## config.mk

```make
export PLATFORM = sky130hd
export DESIGN_NAME = chaos_lfsr_mixer
export DESIGN_NICKNAME = d
export VERILOG_FILES = /design/src/rtl/chaos_pkg.sv /design/src/rtl/lfsr_galois_step.sv /design/src/rtl/chaos_lfsr_mixer.sv
export SDC_FILE = /design/constraint.sdc
export NUM_CORES = 1
export LEC_CHECK = 0
export BUFFER_PORTS_ARGS = -buffer_cell sky130_fd_sc_hd__buf_2
export CAP_MARGIN = 20
export CORE_MARGIN = 2
export CORE_UTILIZATION = 45
export DETAILED_ROUTE_END_ITERATION = 8
export PLACE_DENSITY = 0.64
export REMOVE_ABC_BUFFERS = 1
export SYNTH_ARGS = -nofsm -noshare
export SYNTH_HDL_FRONTEND = slang
export SYNTH_SLANG_ARGS = --single-unit
```

## constraint.sdc

```tcl
create_clock -name clk -period 1.8 [get_ports clk]
set_input_delay 0.36 -clock clk [delete_from_list [all_inputs] [get_ports clk]]
set_output_delay 0.36 -clock clk [all_outputs]
set_load 0.05 [all_outputs]
```

## src/rtl/chaos_pkg.sv

```systemverilog
// Shared types and constants for the chaos-map generator family.
package chaos_pkg;

  typedef logic [15:0] word_t;

  typedef enum logic [1:0] {
    ST_IDLE,
    ST_SEED,
    ST_RUN,
    ST_RESEED
  } state_e;

  // x^16 + x^14 + x^13 + x^11 + 1, maximal-length Galois feedback mask
  localparam word_t DEFAULT_TAPS      = 16'hB400;
  localparam word_t DEFAULT_ZERO_SEED = 16'hACE1;

endpackage

```

## src/rtl/lfsr_galois_step.sv

```systemverilog
// Combinational one-step advance of a 16-bit Galois LFSR.
module lfsr_galois_step
  import chaos_pkg::*;
#(
  parameter word_t TAPS = DEFAULT_TAPS
) (
  input  logic [15:0] state_i,
  output logic [15:0] next_o
);

  // Shift right; fold the taps in when the outgoing bit is set
  always_comb begin
    next_o = state_i >> 1;
    if (state_i[0]) begin
      next_o = (state_i >> 1) ^ TAPS;
    end
  end

endmodule

```

## src/rtl/chaos_lfsr_mixer.sv

```systemverilog
// Seeds, periodically reseeds and whitens a Galois LFSR from a chaotic
// sample stream; emits whitened words over a valid/ready handshake.
module chaos_lfsr_mixer
  import chaos_pkg::*;
#(
  parameter word_t       TAPS          = DEFAULT_TAPS,
  parameter int unsigned RESEED_PERIOD = 256,
  parameter word_t       ZERO_SEED     = DEFAULT_ZERO_SEED
) (
  input  logic        clk,
  input  logic        rst,
  input  logic        en,
  input  logic [15:0] chaos_in,
  output logic [15:0] out_data,
  output logic        out_valid,
  input  logic        out_ready,
  output logic        reseed_pulse
);

  localparam logic [15:0] CNT_LAST = 16'(RESEED_PERIOD - 1);

  state_e      state_q, state_d;
  word_t       lfsr_q, lfsr_d;
  logic [15:0] cnt_q, cnt_d;
  word_t       data_q, data_d;
  logic        valid_q, valid_d;
  logic        pulse_q, pulse_d;

  word_t       lfsr_next;
  word_t       mix;
  logic        fire;

  lfsr_galois_step #(
    .TAPS (TAPS)
  ) u_step (
    .state_i (lfsr_q),
    .next_o  (lfsr_next)
  );

  assign mix  = lfsr_q ^ chaos_in;
  assign fire = (state_q == ST_RUN) && (!valid_q || out_ready);

  // Next-state, LFSR, counter and output-register decode
  always_comb begin
    state_d = state_q;
    lfsr_d  = lfsr_q;
    cnt_d   = cnt_q;
    data_d  = data_q;
    valid_d = valid_q;
    pulse_d = 1'b0;

    // Disable wins over every running state; a held word is dropped
    if ((state_q != ST_IDLE) && !en) begin
      state_d = ST_IDLE;
      valid_d = 1'b0;
    end else begin
      unique case (state_q)
        ST_IDLE: begin
          valid_d = 1'b0;
          if (en) begin
            state_d = ST_SEED;
          end
        end
        ST_SEED: begin
          lfsr_d  = (chaos_in == '0) ? ZERO_SEED : chaos_in;
          cnt_d   = '0;
          state_d = ST_RUN;
        end
        ST_RUN: begin
          if (fire) begin
            data_d  = mix;
            valid_d = 1'b1;
            lfsr_d  = lfsr_next;
            if (cnt_q == CNT_LAST) begin
              cnt_d   = '0;
              state_d = ST_RESEED;
            end else begin
              cnt_d = cnt_q + 16'd1;
            end
          end
        end
        ST_RESEED: begin
          lfsr_d  = (mix == '0) ? ZERO_SEED : mix;
          if (out_ready) begin
            valid_d = 1'b0;
          end
          pulse_d = 1'b1;
          state_d = ST_RUN;
        end
        default: begin
          state_d = ST_IDLE;
          valid_d = 1'b0;
        end
      endcase
    end
  end

  // State and output registers, asynchronous active-high reset
  always_ff @(posedge clk or posedge rst) begin
    if (rst) begin
      state_q <= ST_IDLE;
      lfsr_q  <= ZERO_SEED;
      cnt_q   <= '0;
      data_q  <= '0;
      valid_q <= 1'b0;
      pulse_q <= 1'b0;
    end else begin
      state_q <= state_d;
      lfsr_q  <= lfsr_d;
      cnt_q   <= cnt_d;
      data_q  <= data_d;
      valid_q <= valid_d;
      pulse_q <= pulse_d;
    end
  end

  assign out_data     = data_q;
  assign out_valid    = valid_q;
  assign reseed_pulse = pulse_q;

endmodule

```

* Word level (Yosys, flattened, before mapping)
Cells that the tools add are included.
Storage, ports and cells: register bits after elaboration 52, bits in latches 0, bits in writable memories 0, ROM bits 0, output and inout bits 18, memories 0
Cells by class: add/sub/neg operators 1, multiply operators 0, divide/modulo/power cells 0, magnitude comparators 0, eq/ne operators 9, shifts and indexed selects 0, muxes and demuxes 19, bitwise operators 3, reduce and logical (&&, ||, !) cells 18
Operators with widths (number):
- $mux 16 | 6
- $pmux 16 s3 | 1
- $logic_not 16->1 | 2
- $pmux 16 s2 | 1
- $add 16x1->16 const B | 1
- $eq 16x8->1 const B | 1
- $xor 16x16->16 | 1
- $reduce_and 3->1 | 5
- $mux 2 | 4
- $ne 3x3->1 const B | 2
- $pmux 2 s3 | 1
- $mux 1 | 5
- $eq 2x2->1 const B | 2
- $not 3->4 | 1
- $reduce_bool 2->1 | 2
- $reduce_bool 4->1 | 1
- $ne 3x1->1 const B | 1
- $ne 3x2->1 const B | 1
- $pmux 1 s3 | 1
- $reduce_bool 3->1 | 1
- $eq 2x1->1 const B | 1
- $logic_and 1x1->1 | 2
- $logic_not 1->1 | 2
- $logic_not 2->1 | 1
- 4 further kinds | 4

* Longest topological paths before layout
word-level depth 6, mapped depth 10, gate-level depth less buffers 7

* Hierarchy
Synthesis repeated with hierarchy kept, for this count alone.
Unflattened totals: cell total of the unflattened synthesis 369, area total of the unflattened synthesis 3164.3 µm²
Modules (own cells, without submodules):
- chaos_lfsr_mixer | times used 1, cells each 353, area each 3040.4 µm², sequential area each 1311.3 µm²
- lfsr_galois_step | times used 1, cells each 16, area each 123.9 µm², sequential area each 0.0 µm²

* Worst setup path before layout
No wires, ideal clock.
path type register -> register, start register valid_q, in the netlist out_valid, end register lfsr_q[6], data arrival time 1.773 ns, slack -0.068 ns, cell stages (with the launch flop) 8, path through dfrtp_1 and3b_1 buf_6 nor2_4 nand3b_2 buf_6 a2111oi_1 a211oi_2
On the way: word-level cells in the longest chain between the ends 5
Ends and longest elaborated chain:
- start, declared | line chaos_lfsr_mixer.sv:26 | logic valid_q, valid_d;
- start signal, assigned | line chaos_lfsr_mixer.sv:112 | valid_q <= valid_d;
- $logic_not 1->1 | line chaos_lfsr_mixer.sv:41 | assign fire = (state_q == ST_RUN) && (!valid_q || out_ready);
- $logic_or 1x1->1 | line chaos_lfsr_mixer.sv:41
- $logic_and 1x1->1 | line chaos_lfsr_mixer.sv:41
- $ne 2x2->1 (no line)
- $reduce_and 3->1 (no line)
- end signal, assigned | line chaos_lfsr_mixer.sv:109 | lfsr_q <= lfsr_d;
- end, declared | line chaos_lfsr_mixer.sv:23 | word_t lfsr_q, lfsr_d;
Every way passes these cells. A chain may end at the register's enable or synchronous reset.

* Final worst setup path
start register state_q[1], end register lfsr_q[10]
On the way: word-level cells in the longest chain between the ends 4, elaborated cells on any way between the ends 11, those cells by class eq/ne: 4; mux: 1; bitwise: 1; reduce/logical: 5
Ends and longest elaborated chain:
- start, declared | line chaos_lfsr_mixer.sv:22 | state_e state_q, state_d;
- start signal, assigned | line chaos_lfsr_mixer.sv:108 | state_q <= state_d;
- $eq 2x2->1 or $reduce_bool 2->1 (tied branches) | line chaos_lfsr_mixer.sv:41, chaos_lfsr_mixer.sv:57, chaos_lfsr_mixer.sv:53
- $logic_and 1x1->1 (on tied branches) | line chaos_lfsr_mixer.sv:41, chaos_lfsr_mixer.sv:53
- $ne 2x2->1 (no line) or $not 1->1 (tied branches)
- $reduce_and 3->1 (no line)
Parallel ways exist; a longest one is shown, timed or not.

==> flow_summary_export.csv <==
group,metric,value,unit
timing,hold_slack,0.0821,ns
power_and_ir_drop,pwr-share-seq,23.4,%
die,die_y,89.5,um
grt,antenna_found_initial,0,
cts,cts-buffers-inserted,5,
synthesis,synthArstFlopShare,100,%
final_layout,num-fill-cells,542,
cts,path_clk_slew,0.10,ns
synthesis,synth_cell_type_count,56,
status,status,"finished, violations left",
placed_design,placed_area,0.00408,sq mm
final_layout,n_antenna_cell,0,
routing,wl_per_cell,17.0,um
final_layout,stdcell_area,0.00484,sq mm
placed_design,portBuffers,37,
timing,fin_ws,-0.0898,ns
placed_design,dp_hpwl,6.43,mm
routing,firstDrtPassIters,5,
setup_path,end_kind,"flop",
power_and_ir_drop,pwr-share-clk,10.5,%
synthesis,synth_area_per_cell,9.61,sq um
setup_path,critPathArrivalTime,2.14,ns
timing,rsz0062_at_grt,"true",
cts,root_buffer,"clkbuf_8",
synthesis,ys_seq_area_share,39.9,%
power_and_ir_drop,power.internal,4540,uW
power_and_ir_drop,switching_share,45.6,%
routing,route.detailed.drc,0,
die,die_w,89.5,um
setup_path,r2r_cells,7,
setup_path,slowest_delay,0.43,ns
cts,insertion_delay,0.31,ns
die,row_count,31,
timing,final_hold_viol_count,0,
timing,clock_skew,0.00866,ns
setup_path,setup.worst_path.start_class,"flop",
timing,worst_slew_pin_slew,0.347,ns
routing,drtIter0Drc,164,
status,violations,"negative setup slack",
die,dieArea,0.00801,sq mm
setup_path,r2r_start,"state_q[1]$_DFFE_PP0P_",
power_and_ir_drop,switching_power,3810,uW
setup_path,worstPathRequired,2.05,ns
placed_design,place_congestion,0.846,
die,io_pins,38,
grt,grt_pass1_wl,14.6,mm
final_layout,syn_to_final_growth,47.3,%
synthesis,synth_flop_cell,"dfrtp_1",
routing,viasPerCell,5.56,
setup_path,crit_path_max_fanout,5,
placed_design,dp_slack,-0.215,ns
final_layout,drive_gt1_share,50.9,%
timing,finalCritPeriodShare,105,%
setup_path,slowest_stage,"dfrtp_1",
die,start_util,45.8,%
cts,clockBufferDepth,2,
routing,ant_nets,0,
run,maxCapViolCount,0,
hold_path,hold_path_class,"in2async",
timing,fin_crit,1.89,ns
setup_path,worst-setup-path-type,"reg2reg",
setup_path,ff2ff_setup_slack,-0.09,ns
cts,cts_tree,"done",
synthesis,netlist_instances,342,
power_and_ir_drop,p_leak,0.00200,uW
power_and_ir_drop,power_density,1720,mW/mm^2
synthesis,ys_seq_elements,52,
timing,fmax,0.529,GHz
grt,grt-ovfl-total,0,
grt,grt_pass1_vias,3048,
timing,slew_violations,0,
grt,grt_start_max_net_pins,53,
power_and_ir_drop,ir_worst_vdd,1010,uV
synthesis,synth_area,0.00329,sq mm
cts,clock-sinks,52,
cts,h-tree-depth,2,
setup_path,path_cells,"ha_4 > and3b_2 > nor2_4 > buf_6 > o311ai_4 > o31a_1 > o22a_1",
synthesis,synth_edf_count,0,
grt,track_usage,23.8,%
routing,vias,3098,
timing,relSlewSlack,76.6,%
routing,wl,9.49,mm
final_layout,final_net_count,481,
cts,holdBufCountCts,0,
die,core-area,0.00718,sq mm
setup_path,r2r-end,"lfsr_q[10]$_DFFE_PP1P_",
synthesis,yosys_warnings,0,
timing,setup_viol,6,
power_and_ir_drop,combinationalPowerShare,66.1,%
-- cell usage in the layout, fill, tap and decap left out, types with 3 or more instances in the layout --
cell type / count
dfrtp_1: 44
nor2b_1: 13
mux2_2: 16
o21ai_4: 5
buf_4: 74
or3_1: 3
nor4_1: 6
mux2i_1: 3
nand2_2: 6
xor2_1: 17
nor4_4: 4
buf_6: 4
inv_1: 4
xor2_2: 3
a2111oi_4: 5
o21ai_2: 3
dfstp_2: 8
nor2_4: 3
o21ai_1: 4
nand2b_1: 5
buf_12: 8
buf_2: 37
nor3b_1: 6
a21oi_1: 15
nor2_1: 21
clkbuf_8: 6
o21ai_0: 12
xnor2_1: 4
a211oi_2: 7
nand3_1: 8
o221ai_2: 6
a21oi_2: 6
nor4_2: 4
nand4_1: 5
nand2_1: 34
-- area by class of cell --
type | count | area, sq um | area share [%]
Clock buffer | 6 | 82.6 | 1.71
Clock inverter | 2 | 38.8 | 0.801
Inverter | 6 | 22.5 | 0.465
Multi-Input combinational cell | 267 | 2290 | 47.2
Sequential cell | 52 | 1310 | 27.1
Tap cell | 99 | 124 | 2.56
Timing Repair Buffer | 125 | 976 | 20.2
-- what timing repair did --
action / 4_1_cts / 5_1_grt
setup buffers: 10 / 5
pin swaps: 19 / 34
setup endpoints to repair: 25 / 45
gates resized for setup: 40 / 53
cloned: 1 / 0
-- sequential cells by signal, summed over array words and instances, names as in the netlist --
| name | flops |
|---|---|
| out_data | 16 |
| cnt_q | 16 |
| lfsr_q | 16 |
| state_q | 2 |
| out_valid | 1 |
| reseed_pulse | 1 |
-- cells in the mapped netlist, types with 8 or more instances --
master   instances  area (sq um)
a21oi_1         21           105
buf_2            9          45.0
dfrtp_1         44          1100
dfstp_2          8           210
mux2_2          16           180
nand2_1         40           150
nand3_1          8          40.0
nor2_1          23          86.3
nor2b_1         13          81.3
nor4_1          10          62.6
o21ai_0         17          85.1
xor2_1          22           193
-- worst max path at each step --
stage | start | end
floorplan | state_q[0]$_DFFE_PP0P_ | lfsr_q[6]$_DFFE_PP1P_
global placement | chaos_in[13] | lfsr_q[13]$_DFFE_PP1P_
detailed placement | chaos_in[13] | lfsr_q[13]$_DFFE_PP1P_
CTS | state_q[0]$_DFFE_PP0P_ | cnt_q[13]$_DFFE_PP0P_
global route | state_q[1]$_DFFE_PP0P_ | lfsr_q[10]$_DFFE_PP1P_
finish | state_q[1]$_DFFE_PP0P_ | lfsr_q[10]$_DFFE_PP1P_
-- power groups by stage --
stage | clock [uW] | combinational (uW) | sequential [uW]
after floorplan | 0 | 1910 | 2720
after global placement | 0 | 4360 | 1920
after detailed placement | 0 | 4420 | 1940
after CTS | 894 | 4910 | 1940
after global routing | 936 | 5910 | 2010
final | 874 | 5520 | 1960
-- layer usage --
metal	routed length (um)	track usage, %	vias to the layer above
met1	4000	32.2	1531
li1	-	-	1461
met2	4770	39.1	87
met3	509	3.32	19
met4	199	8.55	0
met5	0	0	-
-- metrics by stage --
step                setup TNS, ns  power, uW  utilization [%]  cells
floorplan                  -22.02       4630                -    324
global placement            -2.06       6280             56.9    534
detailed placement          -3.09       6360             56.9    534
CTS                        -0.111       7750             63.0    552
global route                -1.42       8850             67.5    557
finish                     -0.330       8350             67.5    557
-- critical path: cells and delay by family (launching register included) --
family | cells | cell delay [ns]
buffers and inverters | 1 | 0.18
adder cells (fa/ha/maj) | 1 | 0.18
AND/OR/NAND/NOR | 2 | 0.47
flip-flops | 1 | 0.43
AO/OA/AOI/OAI | 3 | 0.57
-- logic make-up (layout without fill, tap and decap cells) --
kind of cell | count (synthesis) | count (layout) | share of synthesized area, %
buf+inv | 24 | 139 | 4.38
compound gates | 81 | 81 | 18.1
fa+ha+maj | 4 | 4 | 1.52
flops | 52 | 52 | 39.9
simple gates | 136 | 137 | 22.8
mux | 19 | 19 | 6.39
xor+xnor | 26 | 26 | 6.93
Note: power is estimated with default switching activity, not from simulation.
